===== config.mk =====
export PLATFORM = sky130hd
export DESIGN_NAME = sonic_ranger
export DESIGN_NICKNAME = d
export VERILOG_FILES = /design/src/rtl/sonic_ranger_pkg.sv /design/src/rtl/sonic_ranger_bin2bcd.sv /design/src/rtl/sonic_ranger.sv
export SDC_FILE = /design/constraint.sdc
export NUM_CORES = 1
export LEC_CHECK = 0
export ABC_AREA = 1
export BUFFER_PORTS_ARGS = -buffer_cell sky130_fd_sc_hd__buf_2
export CAP_MARGIN = 30
export CORE_ASPECT_RATIO = 0.7
export CORE_UTILIZATION = 57
export CTS_CLUSTER_SIZE = 24
export DETAILED_ROUTE_END_ITERATION = 16
export GPL_ROUTABILITY_DRIVEN = 0
export MAX_ROUTING_LAYER = met4
export PLACE_DENSITY = 0.74
export SYNTH_ARGS = -nofsm -noshare
export SYNTH_HDL_FRONTEND = slang
export SYNTH_HIERARCHICAL = 1
export SYNTH_SLANG_ARGS = --single-unit

===== constraint.sdc =====
create_clock -name clk -period 6.5 [get_ports clk]
set_input_delay 1.3 -clock clk [delete_from_list [all_inputs] [get_ports clk]]
set_output_delay 1.3 -clock clk [all_outputs]
set_load 0.02 [all_outputs]

===== src/rtl/sonic_ranger_pkg.sv =====
// Shared types and constants for the HC-SR04 ranging front-end.
`timescale 1ns/1ps
package sonic_ranger_pkg;

    typedef enum logic [2:0] {
        S_IDLE,
        S_TRIG,
        S_WAIT_RISE,
        S_MEASURE,
        S_CONV,
        S_UPDATE
    } state_t;

    localparam int DIST_W = 12;
    localparam int BCD_W  = 16;
    localparam logic [DIST_W-1:0] DIST_SAT = 12'hFFF;

    // Double-dabble correction: any digit of 5 or more gets +3 before the shift.
    function automatic logic [BCD_W-1:0] dabble_adjust(input logic [BCD_W-1:0] bcd);
        logic [BCD_W-1:0] res;
        res = bcd;
        for (int d = 0; d < BCD_W / 4; d++) begin
            if (bcd[d*4 +: 4] >= 4'd5) begin
                res[d*4 +: 4] = bcd[d*4 +: 4] + 4'd3;
            end
        end
        return res;
    endfunction

endpackage


===== src/rtl/sonic_ranger_bin2bcd.sv =====
// Iterative double-dabble converter: one bit per cycle, done pulses 12 cycles after start.
`timescale 1ns/1ps
module sonic_ranger_bin2bcd
    import sonic_ranger_pkg::*;
(
    input  logic              clk,
    input  logic              rst,
    input  logic              start,
    input  logic [DIST_W-1:0] bin,
    output logic [BCD_W-1:0]  bcd,
    output logic              done
);

    localparam logic [3:0] LAST_BIT = 4'(DIST_W - 1);

    logic              r_busy;
    logic [3:0]        r_cnt;
    logic [DIST_W-1:0] r_sh;
    logic [BCD_W-1:0]  r_acc;
    logic [BCD_W-1:0]  r_bcd;
    logic              r_done;

    logic [BCD_W-1:0]  w_adj;
    logic [BCD_W-1:0]  w_acc_next;

    assign w_adj      = dabble_adjust(r_acc);
    assign w_acc_next = {w_adj[BCD_W-2:0], r_sh[DIST_W-1]};

    always_ff @(posedge clk or negedge rst) begin
        if (!rst) begin
            r_busy <= 1'b0;
            r_cnt  <= '0;
            r_sh   <= '0;
            r_acc  <= '0;
            r_bcd  <= '0;
            r_done <= 1'b0;
        end else begin
            r_done <= 1'b0;
            if (r_busy) begin
                r_acc <= w_acc_next;
                r_sh  <= {r_sh[DIST_W-2:0], 1'b0};
                if (r_cnt == LAST_BIT) begin
                    r_busy <= 1'b0;
                    r_done <= 1'b1;
                    r_bcd  <= w_acc_next;
                end else begin
                    r_cnt <= r_cnt + 4'd1;
                end
            end else if (start) begin
                r_busy <= 1'b1;
                r_cnt  <= '0;
                r_sh   <= bin;
                r_acc  <= '0;
            end
        end
    end

    assign bcd  = r_bcd;
    assign done = r_done;

endmodule


===== src/rtl/sonic_ranger.sv =====
// HC-SR04 front-end: periodic trigger, echo timing in mm, BCD conversion and hysteretic stop flag.
`timescale 1ns/1ps
module sonic_ranger
    import sonic_ranger_pkg::*;
#(
    parameter int TRIG_CYC    = 1000,
    parameter int PERIOD_CYC  = 6000000,
    parameter int TIMEOUT_CYC = 3000000,
    parameter int MM_DIV      = 583,
    parameter int STOP_MM     = 150,
    parameter int RELEASE_MM  = 200,
    parameter int STOP_CNT    = 2
) (
    input  logic        clk,
    input  logic        rst,
    input  logic        echo,
    output logic        trig,
    output logic [11:0] dist_mm,
    output logic [15:0] dist_bcd,
    output logic        oor,
    output logic        valid,
    output logic        stop
);

    localparam int CNT_MAX = (TIMEOUT_CYC > TRIG_CYC) ? TIMEOUT_CYC : TRIG_CYC;
    localparam int CNT_W   = $clog2(CNT_MAX + 1);
    localparam int PER_W   = $clog2(PERIOD_CYC + 1);
    localparam int PRE_W   = $clog2(MM_DIV + 1);
    localparam int NEAR_W  = $clog2(STOP_CNT + 1);

    localparam logic [CNT_W-1:0]  TRIG_LAST = CNT_W'(TRIG_CYC - 1);
    localparam logic [CNT_W-1:0]  TO_LAST   = CNT_W'(TIMEOUT_CYC - 1);
    localparam logic [PER_W-1:0]  PER_LAST  = PER_W'(PERIOD_CYC - 1);
    localparam logic [PRE_W-1:0]  PRE_LAST  = PRE_W'(MM_DIV - 1);
    localparam logic [NEAR_W-1:0] NEAR_MAX  = NEAR_W'(STOP_CNT);
    localparam logic [DIST_W-1:0] STOP_LIM  = DIST_W'(STOP_MM);
    localparam logic [DIST_W-1:0] REL_LIM   = DIST_W'(RELEASE_MM);

    state_t             r_state;
    logic               r_first;
    logic               r_echo_s1, r_echo_s2, r_echo_d;
    logic [CNT_W-1:0]   r_cnt;
    logic [PER_W-1:0]   r_period_cnt;
    logic [PRE_W-1:0]   r_pre;
    logic [DIST_W-1:0]  r_mm;
    logic [DIST_W-1:0]  r_cap;
    logic               r_oor_cap;
    logic               r_start;
    logic [NEAR_W-1:0]  r_near;
    logic               r_trig;
    logic [DIST_W-1:0]  r_dist;
    logic [BCD_W-1:0]   r_bcd;
    logic               r_oor;
    logic               r_valid;
    logic               r_stop;

    logic               w_rise, w_fall, w_tick, w_sat;
    logic [DIST_W-1:0]  w_mm_inc;
    logic               w_near, w_far;
    logic [NEAR_W-1:0]  w_near_inc;
    logic [BCD_W-1:0]   w_bcd;
    logic               w_done;

    assign w_rise     = r_echo_s2 & ~r_echo_d;
    assign w_fall     = ~r_echo_s2 & r_echo_d;
    // The current cycle is counted too, so a fall cycle can still complete a millimetre.
    assign w_tick     = (r_pre == PRE_LAST);
    assign w_mm_inc   = r_mm + (w_tick ? DIST_W'(1) : DIST_W'(0));
    assign w_sat      = (w_mm_inc == DIST_SAT);
    assign w_near     = !r_oor_cap && (r_cap < STOP_LIM);
    assign w_far      = r_oor_cap || (r_cap >= REL_LIM);
    assign w_near_inc = (r_near == NEAR_MAX) ? r_near : r_near + NEAR_W'(1);

    sonic_ranger_bin2bcd u_bin2bcd (
        .clk   (clk),
        .rst   (rst),
        .start (r_start),
        .bin   (r_cap),
        .bcd   (w_bcd),
        .done  (w_done)
    );

    always_ff @(posedge clk or negedge rst) begin
        if (!rst) begin
            r_state      <= S_IDLE;
            r_first      <= 1'b1;
            r_echo_s1    <= 1'b0;
            r_echo_s2    <= 1'b0;
            r_echo_d     <= 1'b0;
            r_cnt        <= '0;
            r_period_cnt <= '0;
            r_pre        <= '0;
            r_mm         <= '0;
            r_cap        <= '0;
            r_oor_cap    <= 1'b0;
            r_start      <= 1'b0;
            r_near       <= '0;
            r_trig       <= 1'b0;
            r_dist       <= '0;
            r_bcd        <= '0;
            r_oor        <= 1'b0;
            r_valid      <= 1'b0;
            r_stop       <= 1'b1;
        end else begin
            r_echo_s1 <= echo;
            r_echo_s2 <= r_echo_s1;
            r_echo_d  <= r_echo_s2;
            r_valid   <= 1'b0;
            r_start   <= 1'b0;
            if (r_period_cnt != PER_LAST) begin
                r_period_cnt <= r_period_cnt + PER_W'(1);
            end

            unique case (r_state)
                S_IDLE: begin
                    if (r_first || r_period_cnt == PER_LAST) begin
                        r_first      <= 1'b0;
                        r_trig       <= 1'b1;
                        r_cnt        <= '0;
                        r_period_cnt <= '0;
                        r_state      <= S_TRIG;
                    end
                end
                S_TRIG: begin
                    if (r_cnt == TRIG_LAST) begin
                        r_trig  <= 1'b0;
                        r_cnt   <= '0;
                        r_state <= S_WAIT_RISE;
                    end else begin
                        r_cnt <= r_cnt + CNT_W'(1);
                    end
                end
                S_WAIT_RISE: begin
                    if (w_rise) begin
                        r_cnt   <= '0;
                        r_pre   <= '0;
                        r_mm    <= '0;
                        r_state <= S_MEASURE;
                    end else if (r_cnt == TO_LAST) begin
                        r_cap     <= DIST_SAT;
                        r_oor_cap <= 1'b1;
                        r_start   <= 1'b1;
                        r_state   <= S_CONV;
                    end else begin
                        r_cnt <= r_cnt + CNT_W'(1);
                    end
                end
                S_MEASURE: begin
                    r_cnt <= r_cnt + CNT_W'(1);
                    r_pre <= w_tick ? '0 : r_pre + PRE_W'(1);
                    r_mm  <= w_mm_inc;
                    // Saturation wins over a coincident fall.
                    if (w_sat || r_cnt == TO_LAST) begin
                        r_cap     <= DIST_SAT;
                        r_oor_cap <= 1'b1;
                        r_start   <= 1'b1;
                        r_state   <= S_CONV;
                    end else if (w_fall) begin
                        r_cap     <= w_mm_inc;
                        r_oor_cap <= 1'b0;
                        r_start   <= 1'b1;
                        r_state   <= S_CONV;
                    end
                end
                S_CONV: begin
                    if (w_done) begin
                        r_dist  <= r_cap;
                        r_bcd   <= w_bcd;
                        r_oor   <= r_oor_cap;
                        r_valid <= 1'b1;
                        if (w_near) begin
                            r_near <= w_near_inc;
                            if (w_near_inc == NEAR_MAX) begin
                                r_stop <= 1'b1;
                            end
                        end else begin
                            r_near <= '0;
                            if (w_far) begin
                                r_stop <= 1'b0;
                            end
                        end
                        r_state <= S_UPDATE;
                    end
                end
                S_UPDATE: begin
                    r_state <= S_IDLE;
                end
                default: begin
                    r_state <= S_IDLE;
                end
            endcase
        end
    end

    assign trig     = r_trig;
    assign dist_mm  = r_dist;
    assign dist_bcd = r_bcd;
    assign oor      = r_oor;
    assign valid    = r_valid;
    assign stop     = r_stop;

endmodule

==> results.txt, run 1 <==
Leak = 0.00495 uW
Sw Pwr = 474 uW
CP required = 6820 ps
via count = 7945
post-synthesis compound-gate area fraction = 7.94%
clock skew = 12.3 ps
Cells after DPL = 1366
CP max stage delay = 480 ps
worst r2r src = r_pre[0]
fraction of registers with async set/reset = 100%
final instance area = 10000 um2
Initial Utilization = 58.6%
type of the worst min-delay path = reg -> reg
post-synth top area cell = dfrtp_1
Clk Tree Root Cell = clkbuf_16
Tot GR Track Use = 28.4%
# fillers = 1348
area delta synth->final = 9.97%
Net Sw Frac = 22.2%
worst slew pin tran = 1050 ps
Final Instance Count excl. Fillers = 1398
# rows = 38
CP Launch Type = register
CP cell instances = inv_1 > ha_1 > nand3_1 > nor2_1 > ha_1 > ha_1 > nand2_2 > nor2_4 > nand2_1 > xor2_1 > nor2_2 > a21boi_2 > nand3_1 > nand2_1 > nand2_1
final setup violating endpoints = 0
Mapped Cells = 1159
# H-tree levels = 4
Post-CTS Hold Buffers = 0
post-synth cell types = 46
Die Wd = 153 um
CP Capture Type = register
Clock transition at path regs = 70 ps
# IOs = 35
CTS buffer count = 17
Fmax = 337 MHz
First-pass DRT Iterations = 5
Pwr per Cell Area = 213 nW/um2
die area = 16500 um2
syn_nets = 1178
Seq/Total Area, Yosys = 47.3%
WL/cell = 15.1 um
Final min period = 2960 ps
top post-synthesis cells by count = 339 x nand2_1, 170 x dfrtp_1, 123 x nand3_1
Post-DP Area = 9420 um2
Post-CTS Setup Bufs = 0
fin. max-slew vios = 0
Overflow after GRT = 0
status = completed
Mean Syn Cell Area = 7.86 um2
simple logic cell fraction of the synthesized area = 32.4%
die height = 108 um
Arrival @ worst endpoint = 3280 ps
post-synth top area share = 46.7%
R2R cell count = 15
RSZ-0062 raised after global routing = false
met1 WL = 10300 um
mux contribution to synthesized area = 0.110%
worst vdd ir = 0.155 mV
Max Buffers Root-to-Sink = 2
Gate power share = 1.2%
Yosys reg bits = 172
largest net degree at the start of global routing = 69
final hold vios = 0
CP max stage cell = a21boi_2
Hold Path Sink = r_echo_s2
Total Power = 2130 uW
Max Used Layer = met4
yosys warns = 6
DR DRC count = 0
Area contributors post-synth = dfrtp_1 47%, nand2_1 14%, nand3_1 6.8%, inv_1 4.6%, nor2_1 3.5%
Internal = 1660 uW
CTS resizes = 0
WL final = 21200 um
post-DP HPWL = 14500 um
largest family of logic cells by synthesized area = simple AND/OR/NAND/NOR gates
worst skew pair latency = 440 ps
xor/xnor share of the synthesized area = 2.98%
synthesized area = 9110 um2
most used flip-flop cell after synthesis = dfrtp_1
Cells on Worst Hold Path = 0
diode count = 0
final total negative setup slack = 0 ps
routed wl met2 = 8910 um
vias in the first global route = 7192
initial antenna violation count = 0
CTS tree = built
DRT antenna net count = 0
CTS sink count = 172
Post-synth EDFFs = 0
Vias/cell = 5.68
WL met3 = 1770 um
Crit Reg-Reg Endpoint = r_cap[5]
IO buf count = 34
post-synthesis adder-cell area fraction = 2.20%
Core ar. = 15500 um2
Clk pwr share = 48.6%
Rel. slew slack = 29.4%
flop-to-flop setup slack = 3540 ps
sequential power share = 50.2%
critical path class = reg -> reg
share of layout cells above drive strength 1 = 9.60%
Starting DRT DRC Count = 826
critical path fanouts, max = 13
max_cap viols = 0
Tcrit/Tclk final = 45.6%
count leader, synth = nand2_1
hold_sp = r_echo_s1
Final nets = 1204
first-pass GRT wire length = 36100 um
registers in the layout, indices dropped and copies added (netlist names), 2 cells and up:
register	flops
dist_mm	12
r_cap	12
u_bin2bcd/r_acc	16
r_pre	10
u_bin2bcd/bcd	16
r_mm	12
r_cnt	22
dist_bcd	16
r_near	2
r_state	3
r_period_cnt	23
u_bin2bcd/r_sh	12
u_bin2bcd/r_cnt	4
metrics by stage:
stage	worst slack (ps)	hold slack, ps	utilization (%)
floorplan	4080	331	-
global placement	3760	358	60.3
detailed placement	3600	345	60.6
CTS	3560	352	64.5
global route	3230	355	64.5
finish	3540	349	64.5
power groups by stage:
stage               clock network, uW  registers, uW  logic [uW]
global placement                    0           1090        27.0
global route                     1100           1070        30.6
detailed placement                  0           1090        27.1
floorplan                           0           1090        2.46
CTS                              1050           1070        27.1
finish                           1040           1070        25.6
area by class of cell:
cell class              instances  area, um2  area share [%]
inverters                     124        465            4.64
repair buffers                 39        241            2.41
clock inverters                13        158            1.57
multi-input cells             831       4160            41.5
well taps                     200        250            2.50
flip-flops and latches        172       4310            43.0
clock buffers                  19        443            4.42
how the worst max path moves through the flow:
stage	start	to	slack, ps	depth (start not counted)
floorplan	r_pre[0]	r_cap[10]	4080	16
global placement	r_pre[0]	r_cap[10]	3760	15
detailed placement	r_pre[0]	r_cap[8]	3600	15
CTS	r_pre[0]	r_cap[8]	3560	15
global route	r_pre[0]	r_cap[1]	3230	15
finish	r_pre[0]	r_cap[5]	3540	15
logic make-up after synthesis:
group,after synthesis
xor+xnor,31
fa+ha+maj,16
compound gates,123
simple gates,660
buf+inv,156
flops,172
mux,1
critical path: cells and delay by family, from the launching register on:
| kind | cells | cell delay (ps) |
|---|---|---|
| adder cells (fa/ha/maj) | 3 | 630 |
| AND/OR/NAND/NOR | 9 | 1010 |
| AO/OA/AOI/OAI | 1 | 480 |
| flip-flops | 1 | 400 |
| buffers and inverters | 1 | 80 |
| XOR/XNOR | 1 | 240 |
metal layers:
metal  vias to the layer above  track usage [%]
li1                       3896                -
met1                      3734             41.4
met2                       293             39.6
met3                        22             6.84
met4                         0             7.14
met5                         -                -
cells in the final DEF (no fill, tap or decap), types with 3 or more instances in the layout:
master | netlist | final
ha_1 | 16 | 16
o21ai_1 | 21 | 21
inv_1 | 112 | 112
nand4_1 | 38 | 38
xnor2_1 | 5 | 5
nand3_1 | 123 | 123
clkbuf_16 | 0 | 17
o211ai_1 | 7 | 7
nor2_2 | 8 | 8
a211oi_1 | 4 | 4
buf_4 | 1 | 3
a21oi_1 | 12 | 12
nand2_1 | 339 | 339
nor2_4 | 5 | 5
nor4_1 | 11 | 11
dfrtp_1 | 170 | 170
xor2_1 | 26 | 26
clkinvlp_4 | 0 | 3
buf_2 | 12 | 33
inv_2 | 12 | 12
nor2_1 | 85 | 85
nor3_1 | 30 | 30
a31oi_1 | 4 | 4
o21ai_0 | 35 | 35
nand3_2 | 5 | 5
nand2_2 | 5 | 5
o22ai_1 | 31 | 31
clkinv_4 | 0 | 4
Note: power is estimated with default switching activity, not from simulation.
==> run 2, diff against run 1 <==
==> constraint.sdc (replaced) <==
create_clock -name clk -period 2.75 [get_ports clk]
set_input_delay 0.55 -clock clk [delete_from_list [all_inputs] [get_ports clk]]
set_output_delay 0.55 -clock clk [all_outputs]
set_load 0.02 [all_outputs]
==> results.txt, run 2 (same netlist as run 1, synthesis figures left out) <==
fin. max-slew vios = 0
Sw Pwr = 1080 uW
Post-CTS Hold Buffers = 0
Clock transition at path regs = 70 ps
via count = 8047
Max Buffers Root-to-Sink = 2
most frequent cells in the layout = 338 x nand2_1, 170 x dfrtp_1, 122 x nand3_1
Total Power = 5330 uW
# rows = 38
vias in the first global route = 7249
Starting DRT DRC Count = 819
Fmax = 389 MHz
type of the worst min-delay path = in -> async
Die Wd = 153 um
critical path class = reg -> reg
WL/cell = 15.2 um
Cells after DPL = 1379
Initial Utilization = 58.6%
die height = 108 um
most common cell after layout, fill and taps aside = nand2_1
Pwr per Cell Area = 517 nW/um2
Clk Tree Root Cell = clkbuf_16
Largest register FFs = 23
First-pass DRT Iterations = 5
diode count = 0
CTS buffer count = 17
die area = 16500 um2
Internal = 4250 uW
CP required = 3110 ps
share of layout cells above drive strength 1 = 11.6%
dpl ws = 69.5 ps
worst slew pin tran = 651 ps
Arrival @ worst endpoint = 2930 ps
Rel. slew slack = 56.3%
max_cap viols = 0
Gate power share = 1.3%
clock skew = 10.2 ps
Final nets = 1220
area delta synth->final = 13.0%
worst skew pair latency = 430 ps
CP Capture Type = register
Largest regs = r_period_cnt: 23 flops, r_cnt: 22 flops
post-DP HPWL = 14700 um
CTS tree = built
status = completed
Final Util = 66.3%
critical path fanouts, max = 8
Net Sw Frac = 20.2%
Overflow after GRT = 0
Clk pwr share = 51.2%
final setup violating endpoints = 0
# IOs = 35
DR DRC count = 0
Hold Slack = 19.0 ps
CTS resizes = 0
Final Instance Count excl. Fillers = 1414
CTS sink count = 172
Post-CTS Setup Bufs = 0
sequential power share = 47.5%
largest net degree at the start of global routing = 62
initial antenna violation count = 0
Final WS setup = 179 ps
Tot GR Track Use = 27.8%
IO buf count = 34
Core ar. = 15500 um2
DRT antenna net count = 0
CP Launch Type = register
Leak = 0.00506 uW
Vias/cell = 5.69
WL final = 21500 um
Tcrit/Tclk final = 93.5%
first-pass GRT wire length = 35500 um
# fillers = 1260
# H-tree levels = 4
worst vdd ir = 0.393 mV
Final min period = 2570 ps
final hold vios = 0
largest register by flop count = r_period_cnt
==> run 2: cell types whose count changed in the layout (fill, tap and decap cells not counted), moves of 3 or more <==
cell | before | now
buf_4 | 3 | 16
bufinv_16 | 2 | 6
nand2_8 | 0 | 3
nor2_1 | 85 | 81
nor2_2 | 8 | 13
==> run 2: metrics by stage <==
stage	cell area, um2	setup TNS, ps
5_1_grt	10300	-86.6
6_report	10300	0
3_3_place_gp	9520	0
4_1_cts	10200	0
3_5_place_dp	9520	0
2_1_floorplan	9110	0
==> run 2: path summary, 6_finish.rpt <==
check / startpoint / endpoint / slack [ps] / cells after the start
worst max-delay path: r_pre[0] / r_oor_cap / 180 / 17
worst min-delay path: rst / r_cnt[0] / 20 / 1
worst max register to register: r_pre[0] / r_oor_cap / 180 / 17
worst min register to register: r_echo_s1 / r_echo_s2 / 350 / 0
max in group asynchronous: rst / stop / 2070 / 2
min in group clk: echo / r_echo_s1 / 240 / 1
==> run 2: final cells by class <==
| cell class | instances | area [um2] | share of cell area (%) |
|---|---|---|---|
| clock buffer | 18 | 429 | 4.17 |
| clock inverter | 14 | 240 | 2.33 |
| inverter | 124 | 465 | 4.52 |
| multi-input combinational | 834 | 4270 | 41.5 |
| sequential | 172 | 4310 | 41.8 |
| tap | 200 | 250 | 2.43 |
| timing repair buffer | 52 | 337 | 3.27 |
==> run 2: critical path: stages, from the launching register on <==
cell and delay (ps):
dfrtp_1 400, inv_1 80, ha_1 140, nand3_1 100
nor2_2 170, ha_4 190, ha_4 140, nand2_2 100
nor2_4 160, nand2_1 90, xor2_2 160, nor2_2 190
nand2_2 110, nand3_4 120, nand2_8 110, nand2_8 110
nand2_1 60, nand2_1 60
==> run 2: power groups by stage <==
| stage | sequential, uW | combinational, uW | clock (uW) |
|---|---|---|---|
| detailed placement | 2580 | 71.5 | 0 |
| global placement | 2580 | 72.0 | 0 |
| finish | 2530 | 69.3 | 2730 |
| CTS | 2530 | 71.9 | 2760 |
| global route | 2530 | 82.9 | 2870 |
| floorplan | 2580 | 5.80 | 0 |
==> run 2: routing by layer <==
metal | part of all wire [%] | global-route usage [%] | wire (um) | vias to the layer above
li1 | - | - | - | 3919
met1 | 49 | 41.4 | 10600 | 3818
met2 | 42 | 39.0 | 9120 | 291
met3 | 7.4 | 5.15 | 1600 | 19
met4 | 0.86 | 7.00 | 186 | 0
met5 | 0 | - | 0 | -
